`src/rtl/nv_nvdla_cdma_dc_rsp_tracker_if.sv`:
```
// Handshake bundle for the CDMA DC response tracker.
// The FIFO pop port, the DMA response port and the forwarded output
// port are grouped here. The slave modport is the tracker's view and
// the master modport is the surrounding datapath's view.
`timescale 1ns/1ps

interface nv_nvdla_cdma_dc_rsp_tracker_if #(
    parameter int DATA_W = 512,
    parameter int LEN_W  = 6
);
    // request-length FIFO read side (entry = beats-1)
    logic              fifo_rd_req;
    logic              fifo_rd_ready;
    logic [LEN_W-1:0]  fifo_rd_data;

    // DMA read response beats
    logic              dma_rsp_valid;
    logic              dma_rsp_ready;
    logic [DATA_W-1:0] dma_rsp_data;

    // forwarded beats toward the DC datapath
    logic              out_valid;
    logic              out_ready;
    logic [DATA_W-1:0] out_data;
    logic              out_last;

    modport master (
        output fifo_rd_req,
        output fifo_rd_data,
        input  fifo_rd_ready,
        output dma_rsp_valid,
        output dma_rsp_data,
        input  dma_rsp_ready,
        input  out_valid,
        input  out_data,
        input  out_last,
        output out_ready
    );

    modport slave (
        input  fifo_rd_req,
        input  fifo_rd_data,
        output fifo_rd_ready,
        input  dma_rsp_valid,
        input  dma_rsp_data,
        output dma_rsp_ready,
        output out_valid,
        output out_data,
        output out_last,
        input  out_ready
    );
endinterface

```
`src/rtl/nv_nvdla_cdma_dc_rsp_tracker.sv`:
```
// CDMA DC response tracker.
// Pops one length entry (beats-1) per outstanding DMA read, counts the
// returning response beats against it, and forwards each beat through a
// one-deep registered stage tagged with a last flag. Also reports a
// per-request completion pulse and a wrapping completion count.
//
//   state     | meaning
//   ----------+--------------------------------------------------
//   ST_IDLE   | no length entry held; FIFO pop allowed, DMA held off
//   ST_ACTIVE | entry_len loaded; counting response beats
`timescale 1ns/1ps

module nv_nvdla_cdma_dc_rsp_tracker #(
    parameter int DATA_W     = 512,
    parameter int LEN_W      = 6,
    parameter int DONE_CNT_W = 16
) (
    input  logic                  clk,
    input  logic                  reset_,
    nv_nvdla_cdma_dc_rsp_tracker_if.slave trk,
    output logic                  req_done,
    output logic [DONE_CNT_W-1:0] done_cnt,
    input  logic                  done_cnt_clr,
    output logic                  idle
);

    typedef enum logic {
        ST_IDLE   = 1'b0,
        ST_ACTIVE = 1'b1
    } state_t;

    state_t            state;
    state_t            state_nxt;

    logic [LEN_W-1:0]  entry_len;
    logic [LEN_W-1:0]  beat_cnt;

    logic              out_valid_q;
    logic              out_last_q;
    logic [DATA_W-1:0] out_data_q;

    logic              ostg_free;
    logic              dma_rdy;
    logic              beat_acc;
    logic              last_acc;
    logic              fifo_rdy;
    logic              pop;

    // State register.
    always_ff @(posedge clk or negedge reset_) begin
        if (!reset_) begin
            state <= ST_IDLE;
        end else begin
            state <= state_nxt;
        end
    end

    // Handshake decode and next state. A pop is allowed on the cycle the
    // final beat is accepted so consecutive requests run without a bubble.
    always_comb begin
        state_nxt = state;
        ostg_free = !out_valid_q || trk.out_ready;
        dma_rdy   = (state == ST_ACTIVE) && ostg_free;
        beat_acc  = trk.dma_rsp_valid && dma_rdy;
        last_acc  = beat_acc && (beat_cnt == entry_len);
        fifo_rdy  = (state == ST_IDLE) || last_acc;
        pop       = trk.fifo_rd_req && fifo_rdy;
        case (state)
            ST_IDLE: begin
                if (pop) begin
                    state_nxt = ST_ACTIVE;
                end
            end
            ST_ACTIVE: begin
                if (last_acc) begin
                    state_nxt = pop ? ST_ACTIVE : ST_IDLE;
                end
            end
            default: state_nxt = ST_IDLE;
        endcase
    end

    // Entry length and beat counter; a pop always restarts the count,
    // including the pop that coincides with the previous request's last beat.
    always_ff @(posedge clk or negedge reset_) begin
        if (!reset_) begin
            entry_len <= '0;
            beat_cnt  <= '0;
        end else if (pop) begin
            entry_len <= trk.fifo_rd_data;
            beat_cnt  <= '0;
        end else if (beat_acc) begin
            beat_cnt  <= beat_cnt + LEN_W'(1);
        end
    end

    // One-deep output stage; data and last hold while the beat waits or
    // after it drains, only valid drops.
    always_ff @(posedge clk or negedge reset_) begin
        if (!reset_) begin
            out_valid_q <= 1'b0;
            out_last_q  <= 1'b0;
            out_data_q  <= '0;
        end else if (beat_acc) begin
            out_valid_q <= 1'b1;
            out_last_q  <= (beat_cnt == entry_len);
            out_data_q  <= trk.dma_rsp_data;
        end else if (out_valid_q && trk.out_ready) begin
            out_valid_q <= 1'b0;
        end
    end

    // Completion pulse and wrapping count; clear wins over increment but
    // the pulse is still raised.
    always_ff @(posedge clk or negedge reset_) begin
        if (!reset_) begin
            req_done <= 1'b0;
            done_cnt <= '0;
        end else begin
            req_done <= last_acc;
            if (done_cnt_clr) begin
                done_cnt <= '0;
            end else if (last_acc) begin
                done_cnt <= done_cnt + DONE_CNT_W'(1);
            end
        end
    end

    // Port drive.
    always_comb begin
        trk.fifo_rd_ready = fifo_rdy;
        trk.dma_rsp_ready = dma_rdy;
        trk.out_valid     = out_valid_q;
        trk.out_last      = out_last_q;
        trk.out_data      = out_data_q;
        idle              = (state == ST_IDLE) && !out_valid_q;
    end

endmodule

```
`src/flat_wrapper.sv`:
```
// flat-port wrapper written by rule: the top's interface ports become plain ports
module nv_nvdla_cdma_dc_rsp_tracker_flat 
#(
    parameter int DATA_W     = 512,
    parameter int LEN_W      = 6,
    parameter int DONE_CNT_W = 16
)
  (clk, reset_, req_done, done_cnt, done_cnt_clr, idle, trk_fifo_rd_req, trk_fifo_rd_data, trk_fifo_rd_ready, trk_dma_rsp_valid, trk_dma_rsp_data, trk_dma_rsp_ready, trk_out_valid, trk_out_data, trk_out_last, trk_out_ready);
  nv_nvdla_cdma_dc_rsp_tracker_if #(.DATA_W(DATA_W), .LEN_W(LEN_W)) trk_i ();
  input  logic clk;
  input  logic reset_;
  output logic req_done;
  output logic [DONE_CNT_W-1:0] done_cnt;
  input  logic done_cnt_clr;
  output logic idle;
  input wire logic [$bits(trk_i.fifo_rd_req)-1:0] trk_fifo_rd_req;
  input wire logic [$bits(trk_i.fifo_rd_data)-1:0] trk_fifo_rd_data;
  output wire logic [$bits(trk_i.fifo_rd_ready)-1:0] trk_fifo_rd_ready;
  input wire logic [$bits(trk_i.dma_rsp_valid)-1:0] trk_dma_rsp_valid;
  input wire logic [$bits(trk_i.dma_rsp_data)-1:0] trk_dma_rsp_data;
  output wire logic [$bits(trk_i.dma_rsp_ready)-1:0] trk_dma_rsp_ready;
  output wire logic [$bits(trk_i.out_valid)-1:0] trk_out_valid;
  output wire logic [$bits(trk_i.out_data)-1:0] trk_out_data;
  output wire logic [$bits(trk_i.out_last)-1:0] trk_out_last;
  input wire logic [$bits(trk_i.out_ready)-1:0] trk_out_ready;
  assign trk_i.fifo_rd_req = trk_fifo_rd_req;
  assign trk_i.fifo_rd_data = trk_fifo_rd_data;
  assign trk_fifo_rd_ready = trk_i.fifo_rd_ready;
  assign trk_i.dma_rsp_valid = trk_dma_rsp_valid;
  assign trk_i.dma_rsp_data = trk_dma_rsp_data;
  assign trk_dma_rsp_ready = trk_i.dma_rsp_ready;
  assign trk_out_valid = trk_i.out_valid;
  assign trk_out_data = trk_i.out_data;
  assign trk_out_last = trk_i.out_last;
  assign trk_i.out_ready = trk_out_ready;
  nv_nvdla_cdma_dc_rsp_tracker #(.DATA_W(DATA_W), .LEN_W(LEN_W), .DONE_CNT_W(DONE_CNT_W)) u_core (.clk(clk), .reset_(reset_), .trk(trk_i), .req_done(req_done), .done_cnt(done_cnt), .done_cnt_clr(done_cnt_clr), .idle(idle));
endmodule
```
`config.mk`:
```
export PLATFORM = sky130hd
export DESIGN_NAME = nv_nvdla_cdma_dc_rsp_tracker_flat
export DESIGN_NICKNAME = d
export VERILOG_FILES = /design/src/rtl/nv_nvdla_cdma_dc_rsp_tracker_if.sv /design/src/rtl/nv_nvdla_cdma_dc_rsp_tracker.sv /design/src/flat_wrapper.sv
export SDC_FILE = /design/constraint.sdc
export NUM_CORES = 1
export LEC_CHECK = 0
export BUFFER_PORTS_ARGS = -buffer_cell sky130_fd_sc_hd__buf_2
export CAP_MARGIN = 40
export CORE_AREA = 3 3 408 410
export CTS_BUF_LIST = sky130_fd_sc_hd__clkbuf_4
export CTS_CLUSTER_DIAMETER = 40
export DETAILED_ROUTE_END_ITERATION = 10
export DIE_AREA = 0 0 411 413
export PLACE_DENSITY = 0.33
export SLEW_MARGIN = 20
export SYNTH_ARGS = -nofsm -noshare
export SYNTH_HDL_FRONTEND = slang
export SYNTH_SLANG_ARGS = --single-unit
export TNS_END_PERCENT = 30
```
`constraint.sdc`:
```
create_clock -name clk -period 2.5 [get_ports clk]
set_input_delay 0.5 -clock clk [delete_from_list [all_inputs] [get_ports clk]]
set_output_delay 0.5 -clock clk [all_outputs]
set_load 0.005 [all_outputs]
```
# After elaboration in Yosys (flattened, before gate mapping)
# Cells that the tools add are included.
# totals
ff_bits	544
in_bits	524
output_inout_bits	534
word_cells	33
# classes
add_sub_neg	2
eq_ne	1
mux	9
bitwise	1
n_reduce_logical	12
# ops
op	count
$mux W16	2
$add A16 B1 Y16 const B	1
$mux W6	2
$add A6 B1 Y6 const B	1
$eq A6 B6 Y1	1
$logic_and A1 B1 Y1	6
$reduce_bool A2 Y1	3
$mux W1	4
$logic_or A1 B1 Y1	2
$pmux W1 S2	1
$logic_not A1 Y1	1
$not A1 Y1	1

# Logic depth before layout (Yosys ltp)
# logic_depth
word_depth	10
ltp_mapped	8
depth_no_buf	5

# Worst setup path before layout
# Ideal clock, no wire load.
# synth_timing
kind	register to output
start	reg u_core.entry_len[5]
end	out trk_fifo_rd_ready
t_arrival_ns	1.517
t_required_ns	2.000
setup_slack_ns	0.483
path_stages_with_launch	5
path_buffers	0
cell_sequence	dfrtp_1 -> xor2_1 -> or4_4 -> o21a_1 -> clkinv_1
# synth_via
elab_chain_cells	3
# synth_rtl
element	line_no	text
from (decl)	nv_nvdla_cdma_dc_rsp_tracker.sv:35	logic [LEN_W-1:0] entry_len;
from (signal assigned)	nv_nvdla_cdma_dc_rsp_tracker.sv:90	entry_len <= trk.fifo_rd_data;
$eq A6 B6 Y1	nv_nvdla_cdma_dc_rsp_tracker.sv:65	last_acc = beat_acc && (beat_cnt == entry_len);
$logic_and A1 B1 Y1	nv_nvdla_cdma_dc_rsp_tracker.sv:65	
$logic_or A1 B1 Y1	nv_nvdla_cdma_dc_rsp_tracker.sv:66	fifo_rdy = (state == ST_IDLE) || last_acc;
to (decl)	flat_wrapper.sv:18	output wire logic [$bits(trk_i.fifo_rd_ready)-1:0] trk_fifo_rd_ready;
# No other way between the ends.

# Final worst setup path
# layout_timing
start	reg u_core.entry_len[4]
end	out trk_fifo_rd_ready
# The elaborated chain is that of the path after synthesis.

==> flow_summary.yaml <==
worst_setup_path:
  cp_cell_sequence: "xor2_2, or4_4, o21a_1, clkinv_2, buf_6"
  end_kind: "primary output"
  startpoint: "u_core.entry_len[4]"
  worstPathMaxFanout: 3
  r2r_start: "u_core.entry_len[4]"
  cpLargestDelayFamily: "simple AND/OR/NAND/NOR gates"
  crit_type: "flip-flop to primary output"
  timing.rr.end: "u_core.entry_len[4]"
  critPathArrivalTime_ns: 2.66
  crit_end: "trk_fifo_rd_ready"
  critPathBufInv: 2
  worst-path-stages: 5
  critPathRequiredTime_ns: 2.00
  reg2reg_slack_ns: 0.12
  cp_slowest_cell: "or4_4"
  startpoint_type: "flip-flop"
  ff2ff_path_depth: 6
  slowest_delay_ns: 0.56
cts:
  cts_tree: "done"
  clk_latency_ns: 1.17
  cts.sinks: 544
  htreeDepth: 4
  cts_buffer_depth: 3
  clk_pin_slew_ns: 0.06
  numCtsBuffers: 176
  clockRootBuffer: "clkbuf_4"
synth:
  seq_area_frac_synth_pct: 65.1
  synthXorXnorAreaFrac_pct: 0.413
  synth_cell_types: 36
  synth_mux_area_share_pct: 0.748
  syn-mean-instance-area_um2: 8.85
  synth_area_mm2: 0.0209
  ys_async_sr_fraction_pct: 100
  synth-seq-cells: 544
  syn_nets: 2888
  synth_fa_ha_area_share_pct: 0.120
  syn-instance-count: 2362
  synth_compound_area_share_pct: 0.868
  synthFlopType: "dfrtp_1"
  synth_top_family_by_area: "simple AND/OR/NAND/NOR gates"
  synth-simple-area-share_pct: 30.2
  ys_warn_count: 0
  synth-edff-count: 0
global_route:
  grt.total_usage_pct: 13.0
  grt_util_met3_pct: 3.88
  busiest_layer: "met2"
  first_global_vias: 25900
  antenna_found_initial: 30
  grt_pass1_wl_mm: 166
  groute.layer.met1.usage_pct: 14.8
  grt_max_degree: 63
  grt_use_met2_pct: 22.8
  overflow: 0
final_layout:
  mostFrequentLayoutCells: "nand2_1, dlygate4sd3_1, buf_2, dfrtp_1, clkbuf_4"
  layout_commonest_cell: "nand2_1"
  nFillCells: 17900
  area_growth_pct: 104
  postLayoutCoreUtil_pct: 26.2
  drive_above_1_share_pct: 30.9
  layout.nets: 5186
timing:
  clock.fmax_mhz: 317
  rsz0062_at_grt: "true"
  drv_slew: 0
  worst_pin_slew_ns: 0.821
  final-setup-viol-count: 1
  slew_headroom_pct: 44.8
  min_period_ns: 3.16
  period_share_pct: 126
  holdWs_ns: 0.222
  fin_ws_ns: -0.658
  finalHoldViolCount: 0
  fin_skew_ns: 0.0839
routing:
  first_pass_iters: 5
  via_per_inst: 3.53
  antenna_left: 0
  drtIter0Drc: 1137
  routedWlPerCell_um: 16.4
  via_count: 24600
  wl_mm: 114
  drc_errors: 0
floorplanning:
  die_h_um: 413
  die_area_mm2: 0.170
  start_util_pct: 12.8
  die_w_um: 411
  io-pin-count: 1058
  design.core.area_mm2: 0.163
  num_rows: 148
place:
  io_buffers: 1057
  gp_congestion: 0.826
  hpwlAfterDp_mm: 84.3
pwr:
  power.density_mw_per_mm2: 609
  p_leak_nw: 22.3
  ir_worst_vdd_mv: 0.412
  total_power_mw: 26.0
run:
  drv_cap: 0
outcome:
  status: "finished with violations"
  violations: "negative setup slack"
min_path:
  hold_class: "input port to flip-flop"
## per-stage QoR
step / instances / setup TNS, ns / instance area [µm²] / setup WS [ns]
after detailed placement: 5572 / 0 / 29600 / 0.246
after CTS: 6949 / -1.26 / 42600 / -0.894
final: 6982 / -0.658 / 42700 / -0.658
after global placement: 5571 / 0 / 29500 / 0.139
after global routing: 6974 / -1.26 / 42700 / -0.931
after floorplan: 2362 / 0 / 20900 / 0.483
## registers in the layout, summed over array words and instances (netlist names)
signal                count
u_core.beat_cnt           6
u_core.done_cnt          16
u_core.entry_len          6
u_core.req_done           1
u_core.state              1
u_core.trk.out_data     512
u_core.trk.out_last       1
u_core.trk.out_valid      1
## synth_stat cells (2+ instances only)
cell type	number	area share, %
buf_2	27	0.65
a22oi_1	2	0.072
dfrtp_1	544	65
nand2_1	1550	28
nor3_1	7	0.17
nand2b_1	7	0.21
and2_1	4	0.12
mux2_2	12	0.65
nor2_1	22	0.40
clkbuf_1	80	1.4
xor2_1	6	0.25
o21ai_0	5	0.12
a21oi_1	7	0.17
buf_1	16	0.29
nor4_1	2	0.060
nand3_1	3	0.072
inv_1	5	0.090
or3_1	3	0.090
and3_1	2	0.060
xnor2_1	2	0.084
o211ai_1	12	0.43
nor2b_1	11	0.33
ha_1	2	0.12
nand4_1	19	0.57
## cell families after synthesis
logic type,count (synthesis)
and+or+nand+nor,1635
muxes,14
AOI/OAI and AO/OA,28
adders and majority gates,2
xor gates and xnor gates,9
buffers and inverters,130
DFF,544
## area by class of cell
cell class / instances / area [µm²] / area share, %
Antenna cell: 30 / 75.1 / 0.176
Clock buffer: 247 / 1850 / 4.34
Clock inverter: 48 / 269 / 0.630
Inverter: 6 / 23.8 / 0.0557
Multi-Input combinational cell: 1688 / 6800 / 15.9
Sequential cell: 544 / 13600 / 31.9
Tap cell: 2175 / 2720 / 6.37
Timing Repair Buffer: 2244 / 17300 / 40.6
## where the power goes
part | switching, mW | internal, mW | total [mW] | leakage [nW]
clock | 4.42 | 4.63 | 9.06 | 1.25
combinational | 3.05 | 3.10 | 6.15 | 14.4
sequential | 0.749 | 10.1 | 10.8 | 6.69
total | 8.22 | 17.8 | 26.0 | 22.3
## how the worst min path moves through the flow
stage,start,depth (start not counted),to
floorplan,reset_,0,u_core.beat_cnt[0]
global placement,u_core.trk.out_data[206],2,u_core.trk.out_data[206]
detailed placement,u_core.trk.out_data[473],2,u_core.trk.out_data[473]
CTS,trk_dma_rsp_data[43],4,u_core.trk.out_data[43]
global route,trk_dma_rsp_data[96],4,u_core.trk.out_data[96]
finish,trk_dma_rsp_data[509],4,u_core.trk.out_data[509]
## what timing repair did
action | CTS | global route
setup buffers | 8 | 4
endpoints found under the hold margin | 1088 | 0
pin swaps | 4 | 1
resized for setup | 26 | 7
setup endpoints to repair | 21 | 7
hold buffers | 1075 | 0
## layer usage
layer | routed length [µm] | part of all wire, % | vias to the layer above
met4 | 3800 | 3.3 | 14
met2 | 57700 | 50 | 789
met5 | 84 | 0.073 | -
li1 | - | - | 12000
met1 | 45600 | 40 | 11600
met3 | 7130 | 6.2 | 229
## tightest hold or removal path, cell delays in order
cell	delay [ns]
dlygate4sd3_1	0.56
buf_2	0.11
nand2_1	0.05
nand2_1	0.05
Power figures use the tool's default switching activity.
